==> config.mk <==
export PLATFORM = sky130hd
export DESIGN_NAME = mrv32_mmio
export DESIGN_NICKNAME = d
export VERILOG_FILES = /design/src/rtl/mrv32_mmio.sv
export SDC_FILE = /design/constraint.sdc
export NUM_CORES = 1
export LEC_CHECK = 0
export ABC_CLOCK_PERIOD_IN_PS = 4900
export BUFFER_PORTS_ARGS = -buffer_cell sky130_fd_sc_hd__buf_2
export CORE_MARGIN = 4
export CORE_UTILIZATION = 55
export CTS_BUF_LIST = sky130_fd_sc_hd__clkbuf_4 sky130_fd_sc_hd__clkbuf_8
export DETAILED_ROUTE_END_ITERATION = 8
export PLACE_DENSITY = 0.83
export SLEW_MARGIN = 25
export SYNTH_ARGS = -nofsm -noshare
export SYNTH_HDL_FRONTEND = slang
export SYNTH_SLANG_ARGS = --single-unit
==> constraint.sdc <==
create_clock -name clk -period 4.9 [get_ports clk]
set_clock_uncertainty 0.05 [all_clocks]
set_input_delay 0.49 -clock clk [delete_from_list [all_inputs] [get_ports clk]]
set_output_delay 0.49 -clock clk [all_outputs]
set_load 0.01 [all_outputs]
==> src/rtl/mrv32_mmio.sv <==
// Memory-mapped peripheral block for the mrv32 core: machine timer, console TX FIFO and halt port.
// Reads return through a fixed-latency pipeline; writes take effect in their request cycle.
module mrv32_mmio #(
   parameter int ADDR_WIDTH = 16,
   parameter int RD_LATENCY = 2,
   parameter int FIFO_DEPTH = 8
) (
   input  logic                  clk,
   input  logic                  rst_n,
   input  logic                  valid,
   input  logic [ADDR_WIDTH-1:0] addr,
   input  logic [31:0]           wdata,
   input  logic [3:0]            wstrb,
   output logic [31:0]           rdata,
   output logic                  rvalid,
   output logic                  timer_irq,
   output logic                  tx_valid,
   output logic [7:0]            tx_data,
   input  logic                  tx_ready,
   output logic                  halt,
   output logic [7:0]            halt_code
);

   localparam int PTR_W = $clog2(FIFO_DEPTH);
   localparam logic [PTR_W:0] FULL_COUNT = (PTR_W+1)'(FIFO_DEPTH);

   typedef enum logic [2:0] {
      REG_MTIME_LO    = 3'd0,
      REG_MTIME_HI    = 3'd1,
      REG_MTIMECMP_LO = 3'd2,
      REG_MTIMECMP_HI = 3'd3,
      REG_TX_DATA     = 3'd4,
      REG_STATUS      = 3'd5,
      REG_HALT        = 3'd6,
      REG_UNMAPPED    = 3'd7
   } reg_sel_t;

   reg_sel_t         sel;
   logic             wr_en;
   logic             rd_en;
   logic             unused_addr;

   logic [63:0]      mtime;
   logic [63:0]      mtime_next;
   logic [63:0]      mtimecmp;
   logic [63:0]      mtimecmp_next;

   logic [7:0]       fifo_mem [FIFO_DEPTH];
   logic [PTR_W-1:0] wr_ptr;
   logic [PTR_W-1:0] rd_ptr;
   logic [PTR_W:0]   count;
   logic             empty;
   logic             full;
   logic             push_req;
   logic             push;
   logic             pop;
   logic             ovf;
   logic             ovf_set;
   logic             ovf_clr;

   logic [31:0]      status;
   logic [31:0]      read_mux;
   logic [31:0]      rd_data_pipe [RD_LATENCY];
   logic [RD_LATENCY-1:0] rd_valid_pipe;

   assign sel         = reg_sel_t'(addr[4:2]);
   assign wr_en       = valid && (wstrb != 4'd0);
   assign rd_en       = valid && (wstrb == 4'd0);
   assign unused_addr = ^{addr[ADDR_WIDTH-1:5], addr[1:0]};

   assign timer_irq = (mtime >= mtimecmp);

   assign empty    = (count == '0);
   assign full     = (count == FULL_COUNT);
   assign tx_valid = !empty;
   assign tx_data  = empty ? 8'd0 : fifo_mem[rd_ptr];
   assign pop      = tx_valid && tx_ready;
   assign push_req = wr_en && (sel == REG_TX_DATA) && wstrb[0];
   assign push     = push_req && (!full || pop);
   assign ovf_set  = push_req && full && !pop;
   assign ovf_clr  = wr_en && (sel == REG_STATUS) && wstrb[0] && wdata[4];

   assign status = {27'd0, ovf, full, empty, !empty, timer_irq};

   // Bytes written by software override the freshly incremented timer value.
   always_comb begin
      mtime_next    = mtime + 64'd1;
      mtimecmp_next = mtimecmp;
      for (int b = 0; b < 4; b++) begin
         if (wr_en && wstrb[b]) begin
            if (sel == REG_MTIME_LO)    mtime_next[8*b +: 8]       = wdata[8*b +: 8];
            if (sel == REG_MTIME_HI)    mtime_next[32+8*b +: 8]    = wdata[8*b +: 8];
            if (sel == REG_MTIMECMP_LO) mtimecmp_next[8*b +: 8]    = wdata[8*b +: 8];
            if (sel == REG_MTIMECMP_HI) mtimecmp_next[32+8*b +: 8] = wdata[8*b +: 8];
         end
      end
   end

   // The timer reads back the value it holds once this cycle's write and tick have landed.
   always_comb begin
      read_mux = 32'd0;
      case (sel)
         REG_MTIME_LO:    read_mux = mtime_next[31:0];
         REG_MTIME_HI:    read_mux = mtime_next[63:32];
         REG_MTIMECMP_LO: read_mux = mtimecmp[31:0];
         REG_MTIMECMP_HI: read_mux = mtimecmp[63:32];
         REG_STATUS:      read_mux = status;
         default:         read_mux = 32'd0;
      endcase
   end

   always_ff @(posedge clk) begin
      if (!rst_n) begin
         mtime     <= 64'd0;
         mtimecmp  <= {64{1'b1}};
         wr_ptr    <= '0;
         rd_ptr    <= '0;
         count     <= '0;
         ovf       <= 1'b0;
         halt      <= 1'b0;
         halt_code <= 8'd0;
      end else begin
         mtime    <= mtime_next;
         mtimecmp <= mtimecmp_next;
         if (push) wr_ptr <= wr_ptr + PTR_W'(1);
         if (pop)  rd_ptr <= rd_ptr + PTR_W'(1);
         case ({push, pop})
            2'b10:   count <= count + (PTR_W+1)'(1);
            2'b01:   count <= count - (PTR_W+1)'(1);
            default: count <= count;
         endcase
         if (ovf_set)      ovf <= 1'b1;
         else if (ovf_clr) ovf <= 1'b0;
         if (wr_en && (sel == REG_HALT) && wstrb[0] && !halt) begin
            halt      <= 1'b1;
            halt_code <= wdata[7:0];
         end
      end
   end

   always_ff @(posedge clk) begin
      if (push) fifo_mem[wr_ptr] <= wdata[7:0];
   end

   // Reset flushes the read pipeline so no response survives across it.
   always_ff @(posedge clk) begin
      if (!rst_n) begin
         rd_valid_pipe <= '0;
         for (int i = 0; i < RD_LATENCY; i++) rd_data_pipe[i] <= 32'd0;
      end else begin
         rd_valid_pipe[0] <= rd_en;
         rd_data_pipe[0]  <= rd_en ? read_mux : 32'd0;
         for (int i = 1; i < RD_LATENCY; i++) begin
            rd_valid_pipe[i] <= rd_valid_pipe[i-1];
            rd_data_pipe[i]  <= rd_data_pipe[i-1];
         end
      end
   end

   assign rvalid = rd_valid_pipe[RD_LATENCY-1];
   assign rdata  = rd_data_pipe[RD_LATENCY-1];

endmodule

==> results of run 1 <==
cells by family (layout without fill, tap and decap cells):
| group | Yosys count | count (layout) | synth area share (%) |
|---|---|---|---|
| XOR/XNOR | 68 | 68 | 4.293 |
| buffers and inverters | 190 | 282 | 6.097 |
| flip-flops | 281 | 281 | 45.17 |
| multiplexers | 49 | 49 | 4.978 |
| adder cells (fa/ha/maj) | 71 | 71 | 6.457 |
| AND/OR/NAND/NOR | 520 | 520 | 19.28 |
| AO/OA/AOI/OAI | 287 | 287 | 13.73 |
layout make-up:
type | instances | share of cell area (%)
inverter | 91 | 2.218
timing repair buffer | 107 | 3.706
tap | 324 | 2.633
clock buffer | 78 | 6.078
clock inverter | 6 | 0.4794
sequential | 281 | 40.70
multi-input combinational | 995 | 44.18
worst paths after layout:
check | cells past startpoint | slack (ns) | end
worst max-delay path | 9 | 1.32 | timer_irq
worst min-delay path | 3 | 0.16 | mtimecmp[17]$_SDFFE_PN1P_
worst max register to register | 7 | 1.86 | rd_data_pipe[0][14]$_SDFF_PN0_
worst min register to register | 1 | 0.38 | rd_valid_pipe[1]$_SDFF_PN0_
per-layer routing:
| layer | vias to the layer above | wire length, µm |
|---|---|---|
| met2 | 602 | 16990 |
| met4 | 0 | 1543 |
| li1 | 5328 | - |
| met1 | 5373 | 15130 |
| met5 | - | 0 |
| met3 | 115 | 3387 |
state kept, by name, indices dropped and copies added (netlist names), named ones only:
signal and count:
rd_data_pipe 64, rd_valid_pipe 2, fifo_mem 64, halt_code 8, halt 1, mtimecmp 64, count 4, rd_ptr 3
mtime 64, wr_ptr 3, ovf 1
worst max-delay path: cells and delay by family (launching register included):
kind	cells	cell delay, ns
adder cells (fa/ha/maj)	1	0.29
buffers and inverters	2	0.24
flip-flops	1	0.43
AND/OR/NAND/NOR	2	0.30
AO/OA/AOI/OAI	4	1.21
power by group:
| part | leakage [nW] | internal [W] | switching, W |
|---|---|---|---|
| sequential | 2.33 | 0.00240 | 0.0000360 |
| clock | 0.542 | 0.00126 | 0.000937 |
| combinational | 3.81 | 0.000104 | 0.000205 |
| total | 6.68 | 0.00376 | 0.00118 |
through the flow:
| stage | setup slack [ns] | cells |
|---|---|---|
| floorplan | 1.754 | 1466 |
| global placement | 1.454 | 1798 |
| detailed placement | 1.331 | 1798 |
| CTS | 1.329 | 1882 |
| global route | 1.106 | 1882 |
| finish | 1.322 | 1882 |
cells in the final DEF (no fill, tap or decap), types with 5 or more instances in the layout:
cell	count
dfxtp_1	216
nand2_1	156
nor2_1	150
buf_2	93
inv_1	90
ha_1	70
o211ai_1	66
edfxtp_1	64
a21oi_1	59
clkbuf_8	56
o21ai_0	54
and2_1	48
xnor2_1	36
nand3_1	33
mux2i_1	33
nand4_1	32
xor2_1	32
nor3_1	26
a211oi_1	24
clkbuf_4	22
mux4_2	16
a21o_1	14
buf_4	14
nor4_1	13
o22ai_1	12
a221oi_1	10
and3_1	8
nor4_2	6
a222oi_1	6
and4_1	5
a211o_1	5
a22oi_1	5
a31oi_1	5
==> out/qor.yml, run 1 <==
setup_path:
  end_kind: "output pin"
  worstSetupPathType: "reg2out"
  crit_slowest_cell: "dfxtp_1"
  crit_arrival_ns: 3.04
  r2r_start: "mtime[5]$_SDFF_PN0_"
  critPathLaunch: "mtime[0]$_SDFF_PN0_"
  cp_max_fo: 6
  crit_path_max_incr_delay_ns: 0.43
  cp_cell_sequence: "inv_1 > ha_1 > nand2b_1 > a2111oi_0 > o31a_1 > o21ai_0 > a2bb2oi_1 > nand2_1 > buf_2"
  startpoint_type: "flip-flop"
  cp.required_ns: 4.36
sta:
  rsz0062_at_grt: "no"
  timing.fmax_ghz: 0.2795
  hold_viol: 0
  tightest_slew_ns: 1.016
  max-slew-margin-rel_pct: 32.01
  holdWs_ns: 0.1572
  min_period_ns: 3.578
  finalCritPeriodShare_pct: 73.03
  setup_tns_ns: 0
  finalMaxSlewViolations: 0
  finalSetupViolations: 0
yosys:
  async_flop_share_pct: 0
  synth.area.top_cells: "dfxtp_1, edfxtp_1, ha_1"
  syn_area_um2: 13870
  yosysMostFrequentCell: "dfxtp_1"
  synth-edff-count: 64
  synth_top_area_share_pct: 31.31
  synth_seq_cells: 281
  yosysSeqAreaShare_pct: 45.17
  avgSynthCellArea_um2: 9.463
  synthFlopType: "dfxtp_1"
  synth_fp_nets: 1593
  synth.largest_area_cell: "dfxtp_1"
  yosys_warnings: 0
  syn-instance-count: 1466
  synth_cell_types: 72
  synthTopCellsByCount: "dfxtp_1, nand2_1, nor2_1"
clock_network:
  htreeDepth: 2
  hold_buffers: 0
  cts_resized: 0
  clock_sinks: 281
  postCtsSetupBuffers: 0
  clk_path_buf_depth: 3
  cts.clk_slew.worst_paths_ns: 0.06
  cts_buffers: 46
  cts-root-buf: "clkbuf_8"
  cts_tree: "yes"
  clock_latency_ns: 0.57
floorplanning:
  initial_utilization_pct: 56.55
  die_w_um: 166.8
  dieArea_um2: 27830
  core_area_um2: 24530
  die_h_um: 166.8
  rows: 57
  io_pins: 108
global_routing:
  grt_pass1_vias: 11171
  grt_use_met1_pct: 34.84
  antenna_found_initial: 0
  grt_overflow: 0
  grt_pass1_wl_mm: 59.18
  grt.busiest_layer: "met2"
  met3_usage_pct: 4.669
  use_met2_pct: 41.14
  grt_max_degree: 64
  grtUsageTotal_pct: 26.06
power:
  power_w: 0.004940
  vdd_ir_drop_max_mv: 0.2907
  power_density_nw_per_um2: 320.8
  p_leak_nw: 6.679
placement:
  gp_congestion: 0.9255
  port-buffer-count: 94
  place_area_um2: 14370
  dp_hpwl_mm: 25.86
min_path:
  hp-start: "wdata[17]"
  hp-class: "in2reg"
layout:
  area_delta_synth_final_pct: 10.99
  final_core_util_pct: 62.76
  regArea_um2: 6267
  stdcell_area_um2: 15400
  antenna_cells: 0
  fill_cells: 2004
  layout-drive-gt1-share_pct: 15.66
  fin_nets: 1649
  multi_input_area_um2: 6803
route:
  vias_per_cell: 6.067
  drt_iter0_markers: 1310
  num_vias: 11418
  wl_per_cell_um: 19.69
  first_pass_iters: 7
  drc_errors: 0
  drt-total-wl_mm: 37.05
  postRouteAntennaNets: 0
outcome:
  status: "completed"
job:
  cap_violations: 0
Note: power is estimated with default switching activity, not from simulation.
==> inputs of run 2 (changes only) <==
--- a/config.mk
+++ b/config.mk
@@ -5,7 +5,7 @@
 export SDC_FILE = /design/constraint.sdc
 export NUM_CORES = 1
 export LEC_CHECK = 0
-export ABC_CLOCK_PERIOD_IN_PS = 4900
+export ABC_CLOCK_PERIOD_IN_PS = 3640
 export BUFFER_PORTS_ARGS = -buffer_cell sky130_fd_sc_hd__buf_2
 export CORE_MARGIN = 4
 export CORE_UTILIZATION = 55
==> constraint.sdc (replaced) <==
create_clock -name clk -period 3.64 [get_ports clk]
set_clock_uncertainty 0.05 [all_clocks]
set_input_delay 0.364 -clock clk [delete_from_list [all_inputs] [get_ports clk]]
set_output_delay 0.364 -clock clk [all_outputs]
set_load 0.01 [all_outputs]
==> out/qor.yml, run 2 (synthesis gave the netlist of run 1 again) <==
clock_network:
  hold_buffers: 2  # +2
  postCtsSetupBuffers: 0  # unchanged
  clock_sinks: 281  # unchanged
  clk_path_buf_depth: 3  # unchanged
  cts_tree: "yes"
  cts-root-buf: "clkbuf_8"
  cts_resized: 0  # unchanged
  cts_buffers: 47  # +2.2%
  clock_latency_ns: 0.59  # +0.02 ns
  htreeDepth: 2  # unchanged
  cts.clk_slew.worst_paths_ns: 0.06  # about the same
setup_path:
  cp_cell_sequence: "inv_1 > ha_1 > nand2b_1 > a2111oi_0 > o31a_1 > o21ai_0 > a2bb2oi_1 > nand2_1 > buf_2"
  worstSetupPathType: "reg2out"
  cp_max_fo: 6  # unchanged
  r2r_end: "count[3]$_SDFFE_PN0P_"
  end_kind: "output pin"
  crit_family: "compound AO/OA/AOI/OAI gates"
  cp.required_ns: 3.23  # -1.13 ns
  r2r_cells: 13  # +6
  crit_slowest_cell: "a2111oi_0"
  crit_arrival_ns: 3.06  # +0.02 ns
  rrSetupSlack_ns: 0.90  # -0.96 ns
  startpoint_type: "flip-flop"
  r2r_start: "count[0]$_SDFFE_PN0P_"
  crit_path_max_incr_delay_ns: 0.49  # +0.06 ns
  critPathBufInv: 2  # unchanged
layout:
  fill_cells: 1987  # -0.85%
  final_common_cell: "dfxtp_1"
  area_delta_synth_final_pct: 12.63
  multi_input_area_um2: 6783  # -0.29%
  stdcell_area_um2: 15630  # +1.5%
  antenna_cells: 0  # unchanged
  final_cells: 1908  # +1.4%
  fin_nets: 1673  # +1.5%
  final_cell_mix: "dfxtp_1, nand2_1, nor2_1"
  final_core_util_pct: 63.69  # +0.93 points
  regArea_um2: 6266  # about the same
  layout-drive-gt1-share_pct: 16.67  # +1.0 points
route:
  postRouteAntennaNets: 0  # unchanged
  drc_errors: 0  # unchanged
  num_vias: 11469  # +0.45%
  drt_iter0_markers: 1142  # -13%
  vias_per_cell: 6.011  # -0.92%
  wl_per_cell_um: 19.48  # -1.1%
  first_pass_iters: 6  # -1
  drt-total-wl_mm: 37.16  # +0.31%
sta:
  finalCritPeriodShare_pct: 95.58
  finalSetupViolations: 0  # unchanged
  rsz0062_at_grt: "no"
  setup_tns_ns: 0  # unchanged
  timing.fmax_ghz: 0.2874
  finalMaxSlewViolations: 0  # unchanged
  min_period_ns: 3.479
  max-slew-margin-rel_pct: 45.92  # +14 points
  tightest_slew_ns: 0.8112  # -0.2049 ns
  holdWs_ns: 0.03198  # -0.1252 ns
  hold_viol: 0  # unchanged
floorplanning:
  die_w_um: 166.8  # unchanged
  die_h_um: 166.8  # unchanged
  core_area_um2: 24530  # unchanged
  rows: 57  # unchanged
  io_pins: 108  # unchanged
  initial_utilization_pct: 56.55  # unchanged
  dieArea_um2: 27830  # unchanged
min_path:
  hold_depth: 3  # unchanged
  min_to: "mtimecmp[54]$_SDFFE_PN1P_"
  hp-start: "wdata[22]"
  hp-class: "in2reg"
power:
  p_leak_nw: 6.820  # +2.1%
  power_density_nw_per_um2: 434.9  # +36%
  vdd_ir_drop_max_mv: 0.2771  # -4.7%
global_routing:
  antenna_found_initial: 0  # unchanged
  grt_pass1_wl_mm: 60.04  # +1.5%
  grt_overflow: 0  # unchanged
  grt_max_degree: 74  # +16%
  grt_pass1_vias: 11529  # +3.2%
  grtUsageTotal_pct: 26.44  # +0.37 points
job:
  cap_violations: 0  # unchanged
placement:
  port-buffer-count: 94  # unchanged
  place_area_um2: 14520  # +1.1%
  dpl.cell_count: 1819  # +1.2%
  gp_congestion: 0.9384  # +1.4%
  dp_hpwl_mm: 25.82  # -0.15%
outcome:
  status: "completed"
run 2: cell type report:
| type | count | share of cell area (%) |
|---|---|---|
| Tap cell | 324 | 2.594 |
| Inverter | 91 | 2.186 |
| Clock inverter | 11 | 0.7447 |
| Clock buffer | 76 | 6.174 |
| Timing Repair Buffer | 130 | 4.789 |
| Sequential cell | 281 | 40.10 |
| Multi-Input combinational cell | 995 | 43.41 |
run 2: worst max-delay path by stage:
| stage | from | endpoint | slack [ns] | cells past startpoint |
|---|---|---|---|---|
| detailed placement | addr[4] | count[3]$_SDFFE_PN0P_ | 0.77 | 12 |
| global placement | addr[4] | count[3]$_SDFFE_PN0P_ | 0.83 | 12 |
| CTS | mtime[0]$_SDFF_PN0_ | timer_irq | 0.25 | 9 |
| floorplan | valid | count[3]$_SDFFE_PN0P_ | 0.62 | 12 |
| global route | mtime[0]$_SDFF_PN0_ | timer_irq | 0.08 | 9 |
| finish | mtime[0]$_SDFF_PN0_ | timer_irq | 0.16 | 9 |
run 2: worst reg2reg max path, cell delays in order (launching register included):
cell and delay, ns:
dfxtp_1 0.42, nor3_1 0.09, nand2_1 0.11, nor2_1 0.06, nor4_1 0.23, buf_4 0.18
inv_1 0.10, ha_1 0.26, ha_1 0.28, a21o_1 0.18, a21oi_1 0.17, xnor2_1 0.09
or3_1 0.31, a21oi_1 0.13
run 2: per-stage QoR:
step                setup WS (ns)  total power [W]
floorplan                  0.6195         0.003581
global placement           0.8323         0.003742
detailed placement         0.7729         0.003755
CTS                        0.2475         0.006829
global route              0.07962         0.007040
finish                     0.1610         0.006796
run 2: power breakdown:
group	internal, W	leakage (nW)	switching, W
sequential	0.00323	2.33	0.0000411
combinational	0.000151	3.92	0.000285
clock	0.00178	0.572	0.00132
total	0.00515	6.82	0.00164
run 2: metal layers:
metal | routed length, µm | share of wire [%] | vias to the layer above | track usage [%]
met5 | 0 | 0 | - | 0
met2 | 17240 | 46 | 555 | 42.97
met1 | 15070 | 41 | 5388 | 34.79
met4 | 1636 | 4.4 | 0 | 11.74
met3 | 3209 | 8.6 | 143 | 4.598
li1 | - | - | 5383 | -
==> inputs of run 3 (changes only) <==
--- a/config.mk
+++ b/config.mk
@@ -7,6 +7,7 @@
 export LEC_CHECK = 0
 export ABC_CLOCK_PERIOD_IN_PS = 3640
 export BUFFER_PORTS_ARGS = -buffer_cell sky130_fd_sc_hd__buf_2
+export CAP_MARGIN = 40
 export CORE_MARGIN = 4
 export CORE_UTILIZATION = 55
 export CTS_BUF_LIST = sky130_fd_sc_hd__clkbuf_4 sky130_fd_sc_hd__clkbuf_8
==> constraint.sdc (replaced) <==
create_clock -name clk -period 3.64 [get_ports clk]
set_clock_uncertainty 0.05 [all_clocks]
set_input_delay 0.91 -clock clk [delete_from_list [all_inputs] [get_ports clk]]
set_output_delay 0.91 -clock clk [all_outputs]
set_load 0.01 [all_outputs]
==> out/qor.yml, run 3 (synthesis gave the netlist of run 1 again) <==
outcome:
  status: "complete, but fails checks"
  violations: "setup timing"
floorplanning:
  core_area_um2: 24530  # unchanged
  io_pins: 108  # unchanged
  die_w_um: 166.8  # unchanged
  die_h_um: 166.8  # unchanged
  dieArea_um2: 27830  # unchanged
  initial_utilization_pct: 56.55  # unchanged
  rows: 57  # unchanged
power:
  power_w: 0.006708  # -1.3%
  power_density_nw_per_um2: 420.2  # -3.4%
  p_leak_nw: 6.903  # +1.2%
  vdd_ir_drop_max_mv: 0.3115  # +12%
setup_path:
  crit_arrival_ns: 2.72  # -0.34 ns
  startpoint_type: "flip-flop"
  r2r_start: "mtime[24]$_SDFF_PN0_"
  cp.required_ns: 2.68  # -0.55 ns
  end_kind: "output pin"
  critPathLaunch: "mtimecmp[55]$_SDFFE_PN1P_"
  r2r_end: "rd_data_pipe[0][14]$_SDFF_PN0_"
  cp_max_fo: 3  # -3
  rrSetupSlack_ns: 0.66  # -0.24 ns
  worstSetupPathType: "reg2out"
  r2r_cells: 7  # -6
layout:
  stdcell_area_um2: 15970  # +2.2%
  layout-drive-gt1-share_pct: 21.09  # +4.4 points
  fill_cells: 1932  # -2.8%
  fin_nets: 1690  # +1.0%
  antenna_cells: 0  # unchanged
  final_common_cell: "dfxtp_1"
  regArea_um2: 6292  # +0.42%
  area_delta_synth_final_pct: 15.08
  multi_input_area_um2: 7022  # +3.5%
  final_core_util_pct: 65.08  # +1.4 points
  final_cell_mix: "dfxtp_1, nand2_1, nor2_1"
sta:
  hold_viol: 0  # unchanged
  tightest_slew_ns: 0.8047  # -0.006535 ns
  setup_ws_ns: -0.03570  # -0.1967 ns
  min_period_ns: 3.676  # +0.1967 ns
  timing.fmax_ghz: 0.2721  # -5.4%
  finalMaxSlewViolations: 0  # unchanged
  setup_tns_ns: -0.03570  # -0.03570 ns
  finalCritPeriodShare_pct: 101.0  # +5.4 points
  max-slew-margin-rel_pct: 46.28  # +0.36 points
  finalSetupViolations: 1  # +1
  rsz0062_at_grt: "yes"
  holdWs_ns: 0.3804  # +0.3485 ns
global_routing:
  grt_pass1_wl_mm: 61.07  # +1.7%
  grt_pass1_vias: 11719  # +1.6%
  grt_overflow: 0  # unchanged
  grt_max_degree: 63  # -15%
  grtUsageTotal_pct: 26.79  # +0.35 points
  antenna_found_initial: 1  # +1
clock_network:
  clock_sinks: 281  # unchanged
  clock_latency_ns: 0.59  # about the same
  cts_buffers: 46  # -2.1%
  clk_path_buf_depth: 3  # unchanged
  htreeDepth: 2  # unchanged
  cts-root-buf: "clkbuf_8"
  hold_buffers: 0  # -2
  cts_tree: "yes"
  cts.clk_slew.worst_paths_ns: 0.07  # about the same
route:
  drt-total-wl_mm: 38.63  # +4.0%
  vias_per_cell: 6.146  # +2.2%
  drc_errors: 0  # unchanged
  first_pass_iters: 8  # +2
  drt_iter0_markers: 1415  # +24%
  postRouteAntennaNets: 0  # unchanged
  num_vias: 11812  # +3.0%
  wl_per_cell_um: 20.10  # +3.2%
min_path:
  hp-start: "rd_data_pipe[0][7]$_SDFF_PN0_"
  hp-class: "reg2reg"
  min_to: "rd_data_pipe[0][39]$_SDFF_PN0_"
  hold_depth: 1  # -2
placement:
  port-buffer-count: 94  # unchanged
  dp_hpwl_mm: 26.51  # +2.7%
  place_area_um2: 14650  # +0.86%
  gp_congestion: 0.9761  # +4.0%
job:
  cap_violations: 0  # unchanged
## run 3: cell count changes in the layout (fill, tap and decap cells not counted), sizes merged
| cell | previous run | this run |
|---|---|---|
| clkbuf | 76 | 71 |
| buf | 128 | 148 |
| clkinvlp | 1 | 0 |
| clkinv | 7 | 8 |
| bufinv | 1 | 2 |
| dlygate4sd3 | 2 | 0 |
## run 3: cell type report
type                    instances  share of cell area [%]
clock inverters                12                  0.8072
flip-flops and latches        281                   39.41
multi-input cells             995                   43.98
clock buffers                  71                   5.494
repair buffers                148                   5.627
well taps                     324                   2.539
inverters                      91                   2.140
## run 3: how the worst max path moves through the flow
stage,to,slack (ns),depth (start not counted)
CTS,timer_irq,0.008,9
global placement,count[3]$_SDFFE_PN0P_,0.31,12
floorplan,count[3]$_SDFFE_PN0P_,0.07,12
global route,timer_irq,-0.11,9
finish,timer_irq,-0.04,9
detailed placement,count[3]$_SDFFE_PN0P_,0.23,12
## run 3: timing repair
item	4_1_cts	5_1_grt
setup endpoints to repair	1	1
resized for setup	18	46
buffers inserted	0	6
pin swaps	14	16
## run 3: power breakdown
| group | internal (W) | leakage (nW) | total [W] | switching, W |
|---|---|---|---|---|
| logic | 0.000162 | 4.03 | 0.000458 | 0.000296 |
| registers | 0.00323 | 2.33 | 0.00327 | 0.0000428 |
| clock network | 0.00169 | 0.541 | 0.00298 | 0.00129 |
## run 3: critical path, stage by stage, from the launching register on
cell      delay, ns
dfxtp_2        0.34
inv_2          0.05
ha_4           0.26
nand4_1        0.24
nor4bb_4       0.43
nand2_2        0.13
nor4_4         0.30
nor4_2         0.07
nand2_1        0.15
buf_2          0.16
## run 3: routing by layer
| layer | global-route usage, % | routed length (µm) |
|---|---|---|
| met1 | 34.14 | 15400 |
| met2 | 43.13 | 17720 |
| met3 | 6.210 | 3512 |
| met4 | 12.95 | 1993 |
| met5 | 0 | 0 |
## run 3: stage by stage
stage               std cells  setup slack (ns)
detailed placement       1833            0.2349
floorplan                1466           0.07354
global placement         1832            0.3102
finish                   1922          -0.03570
CTS                      1916          0.007696
global route             1922           -0.1113
